===== src/rtl/bcd_updown_counter.sv =====
// Cascadable multi-digit BCD up/down counter with validated parallel load,
// terminal-count output and two programmable decoded-match compare values.
module bcd_updown_counter #(
    parameter int DIGITS = 2
) (
    input  logic                  clk,
    input  logic                  rst,
    input  logic                  en,
    input  logic                  up,
    input  logic                  load,
    input  logic [4*DIGITS-1:0]   load_val,
    input  logic [4*DIGITS-1:0]   cmp_a,
    input  logic [4*DIGITS-1:0]   cmp_b,
    output logic [4*DIGITS-1:0]   q,
    output logic                  tc,
    output logic                  ctrl,
    output logic                  load_err
);

    localparam int W = 4 * DIGITS;

    logic [W-1:0] count_q, count_d;
    logic         loadErr_q, loadErr_d;
    logic [W-1:0] stepped;
    logic [3:0]   digit;
    logic         carry;
    logic         allNine, allZero;
    logic         loadValid, cmpAValid, cmpBValid;

    function automatic logic isBcd(input logic [W-1:0] v);
        logic ok;
        ok = 1'b1;
        for (int i = 0; i < DIGITS; i++) begin
            if (v[4*i +: 4] > 4'd9) ok = 1'b0;
        end
        return ok;
    endfunction

    // Ripple the carry/borrow from digit 0 upward; a digit steps only when all lower digits wrap.
    always_comb begin
        stepped = count_q;
        digit   = '0;
        carry   = 1'b1;
        allNine = 1'b1;
        allZero = 1'b1;
        for (int i = 0; i < DIGITS; i++) begin
            digit = count_q[4*i +: 4];
            if (carry) begin
                if (up) stepped[4*i +: 4] = (digit == 4'd9) ? 4'd0 : digit + 4'd1;
                else    stepped[4*i +: 4] = (digit == 4'd0) ? 4'd9 : digit - 4'd1;
            end
            carry   = carry & (up ? (digit == 4'd9) : (digit == 4'd0));
            allNine = allNine & (digit == 4'd9);
            allZero = allZero & (digit == 4'd0);
        end
    end

    always_comb begin
        loadValid = isBcd(load_val);
        cmpAValid = isBcd(cmp_a);
        cmpBValid = isBcd(cmp_b);
        count_d   = count_q;
        loadErr_d = 1'b0;
        if (load) begin
            if (loadValid) count_d   = load_val;
            else           loadErr_d = 1'b1;
        end else if (en) begin
            count_d = stepped;
        end
    end

    always_ff @(posedge clk) begin
        if (rst) begin
            count_q   <= '0;
            loadErr_q <= 1'b0;
        end else begin
            count_q   <= count_d;
            loadErr_q <= loadErr_d;
        end
    end

    assign q        = count_q;
    assign load_err = loadErr_q;
    assign tc       = en & (up ? allNine : allZero);
    assign ctrl     = (cmpAValid & (count_q == cmp_a)) | (cmpBValid & (count_q == cmp_b));

endmodule


===== config.mk =====
export PLATFORM = sky130hd
export DESIGN_NAME = bcd_updown_counter
export DESIGN_NICKNAME = d
export VERILOG_FILES = /design/src/rtl/bcd_updown_counter.sv
export SDC_FILE = /design/constraint.sdc
export NUM_CORES = 1
export LEC_CHECK = 0
export CAP_MARGIN = 10
export CELL_PAD_IN_SITES_DETAIL_PLACEMENT = 1
export CELL_PAD_IN_SITES_GLOBAL_PLACEMENT = 1
export CORE_MARGIN = 1
export CORE_UTILIZATION = 32
export DETAILED_ROUTE_END_ITERATION = 10
export PLACE_DENSITY = 0.95
export SLEW_MARGIN = 20
export SYNTH_ARGS = -nofsm -noshare
export SYNTH_HDL_FRONTEND = slang
export SYNTH_SLANG_ARGS = --single-unit

===== constraint.sdc =====
create_clock -name clk -period 5.2 [get_ports clk]
set_clock_uncertainty 0.15 [all_clocks]
set_input_delay 0.78 -clock clk [delete_from_list [all_inputs] [get_ports clk]]
set_output_delay 0.78 -clock clk [all_outputs]
set_load 0.05 [all_outputs]

==> results of run 1 <==
-- per-layer routing --
metal | GRT usage, % | vias to the layer above | wire [um]
li1 | - | 578 | -
met1 | 24.76 | 553 | 1534
met2 | 37.77 | 36 | 1601
met3 | 1.786 | 7 | 137
met4 | 7.823 | 0 | 68
met5 | 0 | - | 0
-- tightest hold or removal path, stage by stage, from the launching register on --
cell      delay, ns
dfxtp_1        0.43
inv_1          0.13
a221oi_1       0.08
-- synth_stat cells, types with 3 or more instances --
library cell   n
clkbuf_1      10
nand3_1        7
xnor2_1       10
o21ai_0       10
a21oi_1       10
nand4_1        4
inv_1          7
xor2_1         3
dfxtp_1        9
nand2b_1       3
or2_2          3
nor3_1         7
nand2_1        3
o32ai_1        3
nor2_1         5
a211oi_1       3
nand3b_1       4
-- cell families (layout without fill, tap and decap cells) --
logic type      Yosys count  in the layout  synth area share, %
compound gates           47             47                35.16
xor+xnor                 13             13                11.30
simple gates             46             46                27.21
buf+inv                  20             50                8.448
flops                     9              9                17.89
-- report_power, final --
group          switching (mW)  internal [mW]  total (mW)  leakage (nW)
registers              0.0200         0.0745      0.0945        0.0740
clock network          0.0284         0.0298      0.0582        0.0150
logic                  0.0652         0.0597       0.125         0.351
-- registers in the layout, indices dropped and copies added (netlist names) --
signal	count
q	8
load_err	1
-- final timing paths --
| check | start | to | slack, ns | cells past startpoint |
|---|---|---|---|---|
| setup / recovery | up | tc | 1.23 | 5 |
| hold / removal | q[3] | q[3] | 0.55 | 2 |
| setup reg to reg | q[0] | q[4] | 3.15 | 4 |
| hold reg to reg | q[3] | q[3] | 0.55 | 2 |
-- metrics by stage --
step                hold WS (ns)  setup WS (ns)  instance area, um2  util (%)  std cells
global placement          0.5294          1.356                1391     48.37        203
global route              0.6227          1.104                1418     49.28        207
CTS                       0.5496          1.225                1418     49.28        207
floorplan                 0.6467          1.666                1007         -        135
finish                    0.5500          1.234                1418     49.28        207
detailed placement        0.5407          1.229                1391     48.37        203
-- final cells by class --
type	count	area, um2
Clock buffer	4	26.28
Fill cell	367	1459
Inverter	7	26.28
Multi-Input combinational cell	106	742.0
Sequential cell	9	180.2
Tap cell	42	52.55
Timing Repair Buffer	39	390.4
==> results.sh, run 1 <==
export IMPL_clock_sinks=9
export IMPL_yosysSeqAreaShare_pct=17.89
export IMPL_drt_initial_drc_count=19
export IMPL_crit_top_cell="clkdlybuf4s50_1"
export IMPL_report_final_setup_viol=0
export IMPL_slowest_stage="clkdlybuf4s50_1"
export IMPL_htree_levels=1
export IMPL_yosysUniqueCellTypes=43
export IMPL_start_kind="input port"
export IMPL_cts_resized=0
export IMPL_status="finished, final reports clean"
export IMPL_synthCells=135
export IMPL_grt_use_total_pct=20.62
export IMPL_row_count=19
export IMPL_cp_data_required_time_ns=4.27
export IMPL_final_layout_size_suffix_gt1_share_pct=6.061
export IMPL_criticalPathCategory="input port to output port"
export IMPL_critPathMaxFanout=18
export IMPL_coreArea_um2=2877
export IMPL_dp_hpwl_mm=2.510
export IMPL_tightest_slew_ns=0.5908
export IMPL_route_detailed_drc=0
export IMPL_cts_buffer_depth=2
export IMPL_cts_root_buffer="clkbuf_4"
export IMPL_critPathMaxStageDelay_ns=0.83
export IMPL_die_h_um=58.11
export IMPL_slew_headroom_pct=60.56
export IMPL_yosysTopAreaCellShare_pct=17.89
export IMPL_fin_tns_setup_ns=0
export IMPL_crit_chain="clkdlybuf4s50_1, and2_1, nand4_1, a21oi_1, clkdlybuf4s50_1"
export IMPL_vias=1174
export IMPL_antenna_left=0
export IMPL_ys_ff_latch=9
export IMPL_netlist_area_um2=1007
export IMPL_min_period_over_period_pct=76.28
export IMPL_endpoint_kind="output port"
export IMPL_syn2layout_area_growth_pct=40.75
export IMPL_cts_made_buffers=3
export IMPL_rsz0062_at_grt="no"
export IMPL_die_area_um2=3376
export IMPL_fin_crit_ns=3.966
export IMPL_synth_edff_count=0
export IMPL_first_global_vias=1193
export IMPL_final_max_slew_violation_count=0
export IMPL_cp_top_family="buffers and inverters"
export IMPL_grt_max_degree=19
export IMPL_total_power_uw=277.5
export IMPL_syn_num_nets=164
export IMPL_critPathArrivalTime_ns=3.04
export IMPL_fmax_mhz=252.1
export IMPL_grt_pass1_wl_mm=5.437
export IMPL_vias_per_cell=5.671
export IMPL_hold_viol_final=0
export IMPL_die_w_um=58.11
export IMPL_yosysTopAreaCell="dfxtp_1"
export IMPL_nNetsFinal=195
export IMPL_place_gp_congestion=0.8472
export IMPL_clk_pin_slew_ns=0.06
export IMPL_drt_pre_antenna_iters=4
export IMPL_final_cell_mix="39 x clkdlybuf4s50_1, 10 x a21oi_1, 10 x xnor2_1, 10 x o21ai_0, 9 x dfxtp_1"
export IMPL_synth_area_leaders="dfxtp_1 18%, xnor2_1 8.7%, a21oi_1 5.0%"
export IMPL_floorplan_initialDensity_pct=35.02
export IMPL_grt_overflow_total=0
export IMPL_avgSynthCellArea_um2=7.461
export IMPL_clk_latency_ns=0.28
export IMPL_ys_warn_count=0
export IMPL_hold_buffers=0
export IMPL_min_path_type="register to register"
export IMPL_io_buffers=39
export IMPL_wl_per_cell_um=16.14
export IMPL_tritoncts="yes"
export IMPL_finalWirelength_mm=3.341
export IMPL_vdd_drop_max_v=0.0001244
export IMPL_yosys_most_used_dff="dfxtp_1"
export IMPL_post_cts_buffers=0
export IMPL_diodes=0
export IMPL_cp_num_buf_inv=2
export IMPL_antenna_found_initial=0
export IMPL_pwr_density_cell_nw_per_um2=195.8
export IMPL_design_portCount=40
export IMPL_final_common_cell="clkdlybuf4s50_1"
export IMPL_drv_cap=0
export IMPL_p_leak_nw=0.4396
export IMPL_async_reset_ff_share_pct=0
Power figures use the tool's default switching activity.
==> run 2: changes to the inputs <==
--- a/config.mk
+++ b/config.mk
@@ -9,9 +9,9 @@
 export CELL_PAD_IN_SITES_DETAIL_PLACEMENT = 1
 export CELL_PAD_IN_SITES_GLOBAL_PLACEMENT = 1
 export CORE_MARGIN = 1
-export CORE_UTILIZATION = 32
+export CORE_UTILIZATION = 27
 export DETAILED_ROUTE_END_ITERATION = 10
-export PLACE_DENSITY = 0.95
+export PLACE_DENSITY = 0.87
 export SLEW_MARGIN = 20
 export SYNTH_ARGS = -nofsm -noshare
 export SYNTH_HDL_FRONTEND = slang
==> constraint.sdc (replaced) <==
create_clock -name clk -period 3.58 [get_ports clk]
set_clock_uncertainty 0.15 [all_clocks]
set_input_delay 0.537 -clock clk [delete_from_list [all_inputs] [get_ports clk]]
set_output_delay 0.537 -clock clk [all_outputs]
set_load 0.05 [all_outputs]
==> results.sh, run 2 (synthesized netlist as in run 1, its figures left out) <==
export IMPL_drt_initial_drc_count=28
export IMPL_grt_overflow_total=0
export IMPL_final_max_slew_violation_count=0
export IMPL_design_portCount=40
export IMPL_die_w_um=63.08
export IMPL_clk_pin_slew_ns=0.04
export IMPL_wl_met1_mm=1.507
export IMPL_row_count=21
export IMPL_cts_made_buffers=3
export IMPL_top_layer_used="met4"
export IMPL_critPathMaxStageDelay_ns=0.84
export IMPL_pwr_density_cell_nw_per_um2=303.5
export IMPL_finish_instance_area_um2=1440
export IMPL_clock_sinks=9
export IMPL_final_common_cell="clkdlybuf4s50_1"
export IMPL_final_cells=211
export IMPL_p_leak_nw=0.4520
export IMPL_cts_resized=0
export IMPL_coreArea_um2=3442
export IMPL_critPathArrivalTime_ns=2.45
export IMPL_cp_top_family="buffers and inverters"
export IMPL_slew_headroom_pct=59.77
export IMPL_vdd_drop_max_v=0.0001541
export IMPL_crit_top_cell="clkdlybuf4s50_1"
export IMPL_tritoncts="yes"
export IMPL_final_layout_size_suffix_gt1_share_pct=7.273
export IMPL_syn2layout_area_growth_pct=42.98
export IMPL_diodes=0
export IMPL_fmax_mhz=319.1
export IMPL_fin_ws_ns=0.4460
export IMPL_crit_chain="clkdlybuf4s50_1, xor2_1, nor3_1, a21oi_1, o32ai_1, clkdlybuf4s50_1"
export IMPL_min_period_over_period_pct=87.54
export IMPL_final_cell_mix="38 x clkdlybuf4s50_1, 10 x a21oi_1, 10 x xnor2_1, 10 x o21ai_0, 9 x dfxtp_1"
export IMPL_cp_num_buf_inv=2
export IMPL_dp_hpwl_mm=2.386
export IMPL_place_gp_congestion=0.8167
export IMPL_met2_length_mm=1.398
export IMPL_critPathMaxFanout=2
export IMPL_status="finished, final reports clean"
export IMPL_place_area_um2=1394
export IMPL_utilization_pct=41.84
export IMPL_cp_depth=6
export IMPL_rsz0062_at_grt="no"
export IMPL_grt_pass1_wl_mm=5.071
export IMPL_cp_data_required_time_ns=2.89
export IMPL_hold_buffers=0
export IMPL_fin_crit_ns=3.134
export IMPL_htree_levels=1
export IMPL_drv_cap=0
export IMPL_holdPathStages=2
export IMPL_grt_max_degree=19
export IMPL_vias_per_cell=5.640
export IMPL_min_path_type="register to register"
export IMPL_hold_viol_final=0
export IMPL_cts_root_buffer="clkbuf_8"
export IMPL_criticalPathCategory="input port to output port"
export IMPL_dp_cells=207
export IMPL_post_cts_buffers=0
export IMPL_floorplan_initialDensity_pct=29.26
export IMPL_die_h_um=63.08
export IMPL_fin_tns_setup_ns=0
export IMPL_finalWirelength_mm=3.120
export IMPL_largest_reg_flops=8
export IMPL_antenna_left=0
export IMPL_nNetsFinal=195
export IMPL_total_power_uw=437.1
export IMPL_wl_per_cell_um=14.79
export IMPL_reg2reg_depth=4
export IMPL_cts_buffer_depth=2
export IMPL_post_place_ws_ns=0.4312
export IMPL_slowest_stage="clkdlybuf4s50_1"
export IMPL_clk_latency_ns=0.24
export IMPL_first_global_vias=1141
export IMPL_route_detailed_drc=0
export IMPL_vias=1190
export IMPL_drt_pre_antenna_iters=4
export IMPL_hold_ws_ns=0.5673
export IMPL_endpoint_kind="output port"
export IMPL_tightest_slew_ns=0.6016
export IMPL_route_met3_wl_um=152
export IMPL_antenna_found_initial=0
export IMPL_io_buffers=39
export IMPL_start_kind="input port"
export IMPL_report_final_setup_viol=0
export IMPL_die_area_um2=3978
export IMPL_grt_use_total_pct=15.95
run 2: where the power goes:
part	switching, mW	internal [mW]	leakage [nW]
combinational	0.0921	0.0863	0.353
clock	0.0447	0.0762	0.0255
sequential	0.0292	0.109	0.0740
run 2: final timing paths:
kind | startpoint | to | slack, ns
setup / recovery | cmp_a[2] | ctrl | 0.45
hold / removal | q[6] | q[6] | 0.57
setup reg to reg | q[0] | q[4] | 1.55
hold reg to reg | q[6] | q[6] | 0.57
run 2: cell type report:
| class | instances | area [um2] |
|---|---|---|
| fill | 439 | 2002 |
| multi-input combinational | 106 | 742.0 |
| timing repair buffer | 39 | 387.9 |
| sequential | 9 | 180.2 |
| tap | 46 | 57.56 |
| clock buffer | 3 | 41.29 |
| inverter | 7 | 26.28 |
| clock inverter | 1 | 5.005 |
run 2: metal layers:
layer	vias up	track usage [%]
li1	581	-
met1	563	19.23
met2	39	28.09
met3	7	1.812
met4	0	6.977
met5	-	0
run 2: tightest hold or removal path, stage by stage, from the launching register on:
cell and delay, ns:
dfxtp_1 0.41, inv_1 0.16, o32ai_1 0.10
